## src/rtl/led_seq_pkg.sv

```systemverilog
// Shared types and defaults for the LED step sequencer.
// State encoding and default field widths live here so sub-modules agree.
package led_seq_pkg;

    localparam int DEF_WIDTH = 9;
    localparam int DEF_LED_W = 8;

    typedef enum logic {
        ST_IDLE = 1'b0,
        ST_RUN  = 1'b1
    } state_t;

endpackage

```

## src/rtl/led_tick_gen.sv

```systemverilog
// Tick source for the step timer. With LED_STEP_PRESCALER_EN defined a
// prescaler divides the clock by PRESCALE; otherwise every enabled cycle ticks.
module led_tick_gen #(
    parameter int PRESCALE = 1000
) (
    input  logic clk,
    input  logic reset_n,
    input  logic clear,
    input  logic enable,
    output logic tick
);

`ifdef LED_STEP_PRESCALER_EN
    localparam int PW = $clog2(PRESCALE);
    localparam logic [PW-1:0] PMAX = PW'(PRESCALE - 1);

    logic [PW-1:0] pre;

    always_ff @(posedge clk or negedge reset_n) begin
        if (!reset_n) begin
            pre <= '0;
        end else if (clear) begin
            pre <= '0;
        end else if (enable) begin
            pre <= (pre == PMAX) ? '0 : pre + PW'(1);
        end
    end

    assign tick = enable && (pre == PMAX);
`else
    // Clock, reset, clear and PRESCALE have no role without the prescaler.
    logic tick_unused;
    assign tick_unused = ^{clk, reset_n, clear, (PRESCALE > 1)};
    assign tick        = enable;
`endif

endmodule

```

## src/rtl/led_step_sequencer.sv

```systemverilog
// Microcode-driven LED sequencer: accepts one step in IDLE, holds it for
// delay+1 ticks in RUN. Optional prescaler via LED_STEP_PRESCALER_EN.
module led_step_sequencer
    import led_seq_pkg::*;
#(
    parameter int WIDTH    = DEF_WIDTH,
    parameter int LED_W    = DEF_LED_W,
    parameter int PRESCALE = 1000
) (
    input  logic             clk,
    input  logic             reset_n,
    input  logic             step_valid,
    output logic             step_ready,
    input  logic [LED_W-1:0] step_led,
    input  logic [WIDTH-1:0] step_delay,
    input  logic             step_last,
    output logic [LED_W-1:0] led,
    output logic             busy,
    output logic             seq_done
);

    state_t           state;
    logic [WIDTH-1:0] cnt;
    logic [WIDTH-1:0] dly;
    logic             last;
    logic             tick;
    logic             accept;

    assign step_ready = (state == ST_IDLE);
    assign busy       = (state == ST_RUN);
    assign accept     = step_ready && step_valid;

    led_tick_gen #(
        .PRESCALE (PRESCALE)
    ) u_tick (
        .clk     (clk),
        .reset_n (reset_n),
        .clear   (accept),
        .enable  (busy),
        .tick    (tick)
    );

    // Compare before increment so delay = all-ones expires without wrapping.
    always_ff @(posedge clk or negedge reset_n) begin
        if (!reset_n) begin
            state    <= ST_IDLE;
            led      <= '0;
            cnt      <= '0;
            dly      <= '0;
            last     <= 1'b0;
            seq_done <= 1'b0;
        end else begin
            seq_done <= 1'b0;
            case (state)
                ST_IDLE: begin
                    if (step_valid) begin
                        led   <= step_led;
                        dly   <= step_delay;
                        last  <= step_last;
                        cnt   <= '0;
                        state <= ST_RUN;
                    end
                end
                ST_RUN: begin
                    if (tick) begin
                        if (cnt == dly) begin
                            state    <= ST_IDLE;
                            seq_done <= last;
                        end else begin
                            cnt <= cnt + WIDTH'(1);
                        end
                    end
                end
                default: state <= ST_IDLE;
            endcase
        end
    end

endmodule

```

## config.mk

```make
export PLATFORM = sky130hd
export DESIGN_NAME = led_step_sequencer
export DESIGN_NICKNAME = d
export VERILOG_FILES = /design/src/rtl/led_seq_pkg.sv /design/src/rtl/led_tick_gen.sv /design/src/rtl/led_step_sequencer.sv
export SDC_FILE = /design/constraint.sdc
export NUM_CORES = 1
export LEC_CHECK = 0
export ABC_AREA = 0
export CELL_PAD_IN_SITES_DETAIL_PLACEMENT = 1
export CELL_PAD_IN_SITES_GLOBAL_PLACEMENT = 2
export CORE_MARGIN = 1
export CORE_UTILIZATION = 34
export CTS_BUF_LIST = sky130_fd_sc_hd__clkbuf_4 sky130_fd_sc_hd__clkbuf_8
export CTS_CLUSTER_SIZE = 8
export DETAILED_ROUTE_END_ITERATION = 12
export PLACE_DENSITY_LB_ADDON = 0.2
export SLEW_MARGIN = 20
export SYNTH_ARGS = -nofsm -noshare
export SYNTH_HDL_FRONTEND = slang
export SYNTH_HIERARCHICAL = 1
export SYNTH_SLANG_ARGS = --single-unit
```

## constraint.sdc

```tcl
create_clock -name clk -period 2.08 [get_ports clk]
set_input_delay 0.208 -clock clk [delete_from_list [all_inputs] [get_ports clk]]
set_output_delay 0.208 -clock clk [all_outputs]
set_load 0.01 [all_outputs]
```

==> results of run 1 <==
-- placed cells by master (no fill, tap or decap) --
cell type         n
xnor2_1           7
o21ai_0           1
nor2b_1           1
a22o_1            2
nand3_1           4
or4_1             1
clkbuf_8          6
nand4_2           2
nand2_1           6
dfrtp_1          29
clkbuf_4          1
nor2b_2           1
or3_1             2
a221o_1           6
and4_1            1
buf_4             4
o22a_1            1
xnor2_2           2
ha_1              1
nor2_1            2
o32ai_1           4
nor4_1            2
nor3_1            7
inv_1             4
clkdlybuf4s50_1  31
a32o_1            1
and3_1            6
mux2_2           17
-- power breakdown --
group / internal, mW / switching [mW]
clock network: 0.275 / 0.203
logic: 0.574 / 0.407
registers: 0.812 / 0.232
-- cell usage after synthesis --
master   count  area, um2
dfrtp_1     29        726
mux2_2      17        191
nor3_1       7       35.0
xnor2_1      7       61.3
a221o_1      6       60.1
and3_1       6       37.5
nand2_1      6       22.5
buf_2        4       20.0
inv_1        4       15.0
nand3_1      4       20.0
o32ai_1      4       35.0
a22o_1       2       17.5
buf_6        2       22.5
nand4_2      2       25.0
nor2_1       2       7.51
nor2b_1      2       12.5
nor4_1       2       12.5
or3_1        2       12.5
xnor2_2      2       32.5
a32o_1       1       10.0
and4_1       1       8.76
buf_4        1       7.51
ha_1         1       12.5
o21ai_0      1       5.00
o22a_1       1       8.76
or4_1        1       7.51
-- cell families (layout without fill, tap and decap cells) --
family / count (synthesis) / in the layout / synth area share
simple gates: 35 / 35 / 0.141
flops: 29 / 29 / 0.509
mux: 17 / 17 / 0.134
compound gates: 15 / 15 / 0.0956
buf+inv: 11 / 46 / 0.0456
xor+xnor: 9 / 9 / 0.0658
fa+ha+maj: 1 / 1 / 0.00877
-- layout make-up --
cell class / count / area (um2) / area share
Sequential cell: 29 / 726 / 0.388
Multi-Input combinational cell: 77 / 638 / 0.341
Timing Repair Buffer: 35 / 340 / 0.182
Clock buffer: 7 / 90.1 / 0.0481
Tap cell: 50 / 62.6 / 0.0334
Inverter: 4 / 15.0 / 0.00802
-- state kept, by name, summed over array words and instances, names as in the netlist --
name	count
busy	1
cnt	9
dly	9
last	1
led	8
seq_done	1
-- routing by layer --
layer  track usage  vias to the layer above
met2         0.268                       20
li1              -                      501
met4        0.0638                        0
met5             0                        -
met3        0.0565                        6
met1         0.214                      542
-- worst reg2reg max path, stage by stage, from the launching register on --
cell	delay, ns
dfrtp_1	0.60
nand2_1	0.26
or3_1	0.57
a221o_1	0.37
-- worst max-delay path by stage --
stage	to	startpoint	cells past startpoint	slack, ns
after floorplan	cnt[0]$_DFFE_PN0P_	cnt[4]$_DFFE_PN0P_	5	0.40
after global placement	cnt[8]$_DFFE_PN0P_	cnt[0]$_DFFE_PN0P_	5	0.22
after detailed placement	cnt[8]$_DFFE_PN0P_	cnt[0]$_DFFE_PN0P_	5	0.19
after CTS	cnt[8]$_DFFE_PN0P_	cnt[0]$_DFFE_PN0P_	5	0.17
after global routing	cnt[8]$_DFFE_PN0P_	cnt[0]$_DFFE_PN0P_	5	0.06
final	cnt[2]$_DFFE_PN0P_	busy$_DFF_PN0_	3	0.16
==> out/qor.csv, run 1 <==
metric,value,unit
period_share,0.922,
cts-root-buf,clkbuf_8,
fin_tns_setup,0,ns
syn_area,1430,um2
wl_met1,1.50,mm
antenna_left,0,
crit_chain,nand2_1 > or3_1 > a221o_1,
fmax,522,MHz
drt_iter0_markers,47,
drive_gt1_frac,0.217,
syn_area_per_cell,12.2,um2
num_rows,23,
placed_cells,195,
die_y,66.8,um
worstPathRequired,2.24,ns
worstMarginPinSlew,0.603,ns
ys_types,26,
num_antenna_cells,0,
cp_num_buf_inv,0,
cpMaxStageDelayCell,dfrtp_1,
drc,0,
grt_pass1_wl,5.44,mm
max-vdd-ir-drop,563,uV
cellLeakagePower,0.787,nW
cpPeakStageDelay,0.60,ns
ys_seq_area_frac,0.509,
cp_max_fo,15,
numCtsBuffers,5,
routedWlPerCell,15.9,um
rsz0062_at_grt,false,
area_growth,31.2,%
fin_area,1870,um2
synth-seq-cells,29,
fin_util,0.468,
design.core.area,4000,um2
powerDensity,1340,nW/um2
hold_violations,0,
totalWireLength,3.21,mm
grt_max_degree,30,
nets,174,
reg2reg_slack,0.16,ns
grt_pass1_vias,1118,
track_usage,0.170,
globalplace.congestion,0.810,
portBuffers,31,
grt-ovfl-total,0,
status,finished clean,
reg2reg_depth,3,
viasPerCell,5.29,
cts_tree,done,
dr_total_vias,1069,
clk_latency,0.28,ns
place_area,1780,um2
p_total,2.50,mW
crit_type,reg -> reg,
ios,32,
wl_met3,117,um
synthCells,117,
post_cts.repair.setup_buffers,0,
fin_cells,202,
antenna_found_initial,0,
end_kind,flip-flop,
max_slew_margin,0.596,
min_path_type,in -> async,
post_cts_resized,0,
worst-endpoint-arrival,2.08,ns
path_clk_slew,0.06,ns
dpl_worst_slack,0.185,ns
htree_num_levels,2,
crit_path_start_kind,flip-flop,
skew,0.00184,ns
cts_buffer_depth,2,
clock-sinks,29,
setup_ws,0.163,ns
slew_violations,0,
fillCellCount,412,
setup_viol,0,
r2r-start,busy$_DFF_PN0_,
fin_crit,1.92,ns
yosys_warnings,6,
cts_hold_buffers,0,
cp_top_family,simple AND/OR/NAND/NOR gates,
drv_cap,0,
fp.dieW,66.8,um
rr_endpoint,cnt[2]$_DFFE_PN0P_,
start_util,0.357,
whs,0.317,ns
wl_met2,1.54,mm
top_layer,met4,
first_pass_iters,4,
die_area,4460,um2
place_hpwl,2.32,mm
syn_nets,139,
(Power assumes the default switching activity.)
==> inputs of run 2 (changes only) <==
--- a/config.mk
+++ b/config.mk
@@ -9,7 +9,7 @@
 export CELL_PAD_IN_SITES_DETAIL_PLACEMENT = 1
 export CELL_PAD_IN_SITES_GLOBAL_PLACEMENT = 2
 export CORE_MARGIN = 1
-export CORE_UTILIZATION = 34
+export CORE_UTILIZATION = 33
 export CTS_BUF_LIST = sky130_fd_sc_hd__clkbuf_4 sky130_fd_sc_hd__clkbuf_8
 export CTS_CLUSTER_SIZE = 8
 export DETAILED_ROUTE_END_ITERATION = 12
@@ -17,5 +17,4 @@
 export SLEW_MARGIN = 20
 export SYNTH_ARGS = -nofsm -noshare
 export SYNTH_HDL_FRONTEND = slang
-export SYNTH_HIERARCHICAL = 1
 export SYNTH_SLANG_ARGS = --single-unit
==> out/qor.csv, run 2 <==
metric,value,unit,change
status,finished clean,,
grt_pass1_wl,5.38,mm,-1.0%
path_clk_slew,0.06,ns,about the same
period_share,0.905,,-0.0170
cts_hold_buffers,0,,unchanged
track_usage,0.167,,-0.00266
skew,0.00770,ns,+0.00586 ns
num_antenna_cells,0,,unchanged
fin_tns_setup,0,ns,unchanged
cp_max_fo,11,,-4
viasPerCell,5.06,,-4.4%
cp_top_family,simple AND/OR/NAND/NOR gates,,
portBuffers,31,,unchanged
setup_ws,0.198,ns,+0.0353 ns
area_growth,34.3,%,
reg2reg_slack,0.20,ns,+0.04 ns
dr_total_vias,1042,,-2.5%
antenna_found_initial,0,,unchanged
synth_area_leader_cell,dfrtp_1,,
cp_num_buf_inv,0,,unchanged
synth-seq-cells,29,,unchanged
numCtsBuffers,5,,unchanged
syn_nets,141,,+1.4%
cts-root-buf,clkbuf_8,,
setup_viol,0,,unchanged
drc,0,,unchanged
fin_crit,1.88,ns,-0.0353 ns
routedWlPerCell,15.3,um,-4.0%
drt_iter0_markers,43,,-8.5%
post_cts.repair.setup_buffers,0,,unchanged
mostFrequentLayoutCell,clkdlybuf4s50_1,,
cpPeakStageDelay,0.43,ns,-0.17 ns
crit_path_start_kind,flip-flop,,
htree_num_levels,2,,unchanged
mostFrequentLayoutCells,"clkdlybuf4s50_1 (31), dfrtp_1 (29), mux2_2 (17)",,
syn_area,1390,um2,-2.7%
dpl_worst_slack,0.205,ns,+0.0200 ns
drive_gt1_frac,0.218,,+0.000843
fp.dieW,66.8,um,+0.11%
antenna_left,0,,unchanged
cellLeakagePower,0.798,nW,+1.4%
worstMarginPinSlew,0.463,ns,-0.141 ns
grt-ovfl-total,0,,unchanged
cts_tree,done,,
hold_violations,0,,unchanged
worst-endpoint-arrival,2.05,ns,-0.03 ns
num_rows,23,,unchanged
globalplace.congestion,0.856,,+5.6%
die_y,66.8,um,+0.11%
min_path_type,in -> async,,
die_area,4470,um2,+0.22%
synthFlopType,dfrtp_1,,
ys_types,33,,+27%
rsz0062_at_grt,false,,
end_kind,flip-flop,,
slew_violations,0,,unchanged
drv_cap,0,,unchanged
nets,177,,+1.7%
seqCellArea,726,um2,unchanged
synth-async-reset-ratio,1.00,,unchanged
synth_top_area_frac,0.523,,+0.0142
syn_area_per_cell,11.7,um2,-4.4%
fmax,531,MHz,+1.9%
post_cts_resized,0,,unchanged
yosys_warnings,0,,-6
yosysMostFrequentCell,dfrtp_1,,
cpMaxStageDelayCell,dfrtp_1,,
reg.largest.list,"cnt x9, dly x9, led x8",,
first_pass_iters,4,,unchanged
crit_chain,xor2_1 > nor4_4 > nand3_2 > and4b_1 > a211o_1,,
max_slew_margin,0.692,,+0.0951
worstPathRequired,2.24,ns,about the same
synthCells,119,,+1.7%
cts_buffer_depth,2,,unchanged
start_util,0.344,,-0.0122
clock-sinks,29,,unchanged
clk_latency,0.28,ns,about the same
multi_input_area,618,um2,-3.1%
ios,32,,unchanged
yosys-top-cells-area,"dfrtp_1 (52%), mux2_2 (14%), xor2_1 (5.7%), nand2_1 (2.2%), xnor2_1 (1.9%)",,
design.core.area,4030,um2,+0.72%
synth_edf_count,0,,unchanged
max-vdd-ir-drop,692,uV,+23%
totalWireLength,3.14,mm,-2.1%
powerDensity,1490,nW/um2,+12%
crit_type,reg -> reg,,
grt_max_degree,30,,unchanged
place_hpwl,2.22,mm,-4.4%
ys_seq_area_frac,0.523,,+0.0142
netlist_top_cells_count,"dfrtp_1 (29), mux2_2 (17), xor2_1 (9), nand2_1 (8), nor2_1 (6)",,
fillCellCount,435,,+5.6%
grt_pass1_vias,1118,,unchanged
## run 2: power breakdown
group	total (mW)	internal, mW	switching (mW)
clock network	0.508	0.298	0.210
registers	1.10	0.837	0.261
logic	1.17	0.638	0.535
## run 2: through the flow
stage	util	power [mW]	area, um2	std cells	hold slack (ns)
finish	0.462	2.78	1860	206	0.314
global placement	0.437	2.25	1760	198	0.489
detailed placement	0.437	2.30	1760	198	0.499
CTS	0.462	2.83	1860	206	0.330
global route	0.462	2.99	1860	206	0.344
floorplan	-	1.84	1390	119	-0.0876
## run 2: logic make-up (layout without fill, tap and decap cells)
| family | Yosys count | count (layout) | synth area share |
|---|---|---|---|
| simple gates | 31 | 31 | 0.133 |
| flops | 29 | 29 | 0.523 |
| compound gates | 18 | 18 | 0.0811 |
| mux | 18 | 18 | 0.145 |
| xor+xnor | 12 | 12 | 0.0758 |
| buf+inv | 10 | 47 | 0.0334 |
| fa+ha+maj | 1 | 1 | 0.00902 |
## run 2: area by class of cell
type	count	area share
Clock buffer	7	0.0517
Sequential cell	29	0.390
Multi-Input combinational cell	80	0.332
Tap cell	50	0.0336
Inverter	4	0.00806
Clock inverter	1	0.00269
Timing Repair Buffer	35	0.183
## run 2: worst paths after layout
check,from,endpoint,cells past startpoint
setup / recovery,cnt[0]$_DFFE_PN0P_,cnt[2]$_DFFE_PN0P_,5
min in group clk,step_last,last$_DFFE_PN0P_,3
max in group asynchronous,reset_n,dly[1]$_DFFE_PN0P_,2
setup reg to reg,cnt[0]$_DFFE_PN0P_,cnt[2]$_DFFE_PN0P_,5
hold / removal,reset_n,dly[3]$_DFFE_PN0P_,2
hold reg to reg,led[4]$_DFFE_PN0P_,led[4]$_DFFE_PN0P_,1
## run 2: routing by layer
layer | vias up | share of wire | global-route usage
li1 | 484 | - | -
met4 | 0 | 0.024 | 0.0798
met5 | - | 0 | 0
met2 | 32 | 0.49 | 0.265
met3 | 8 | 0.052 | 0.0479
met1 | 518 | 0.43 | 0.207
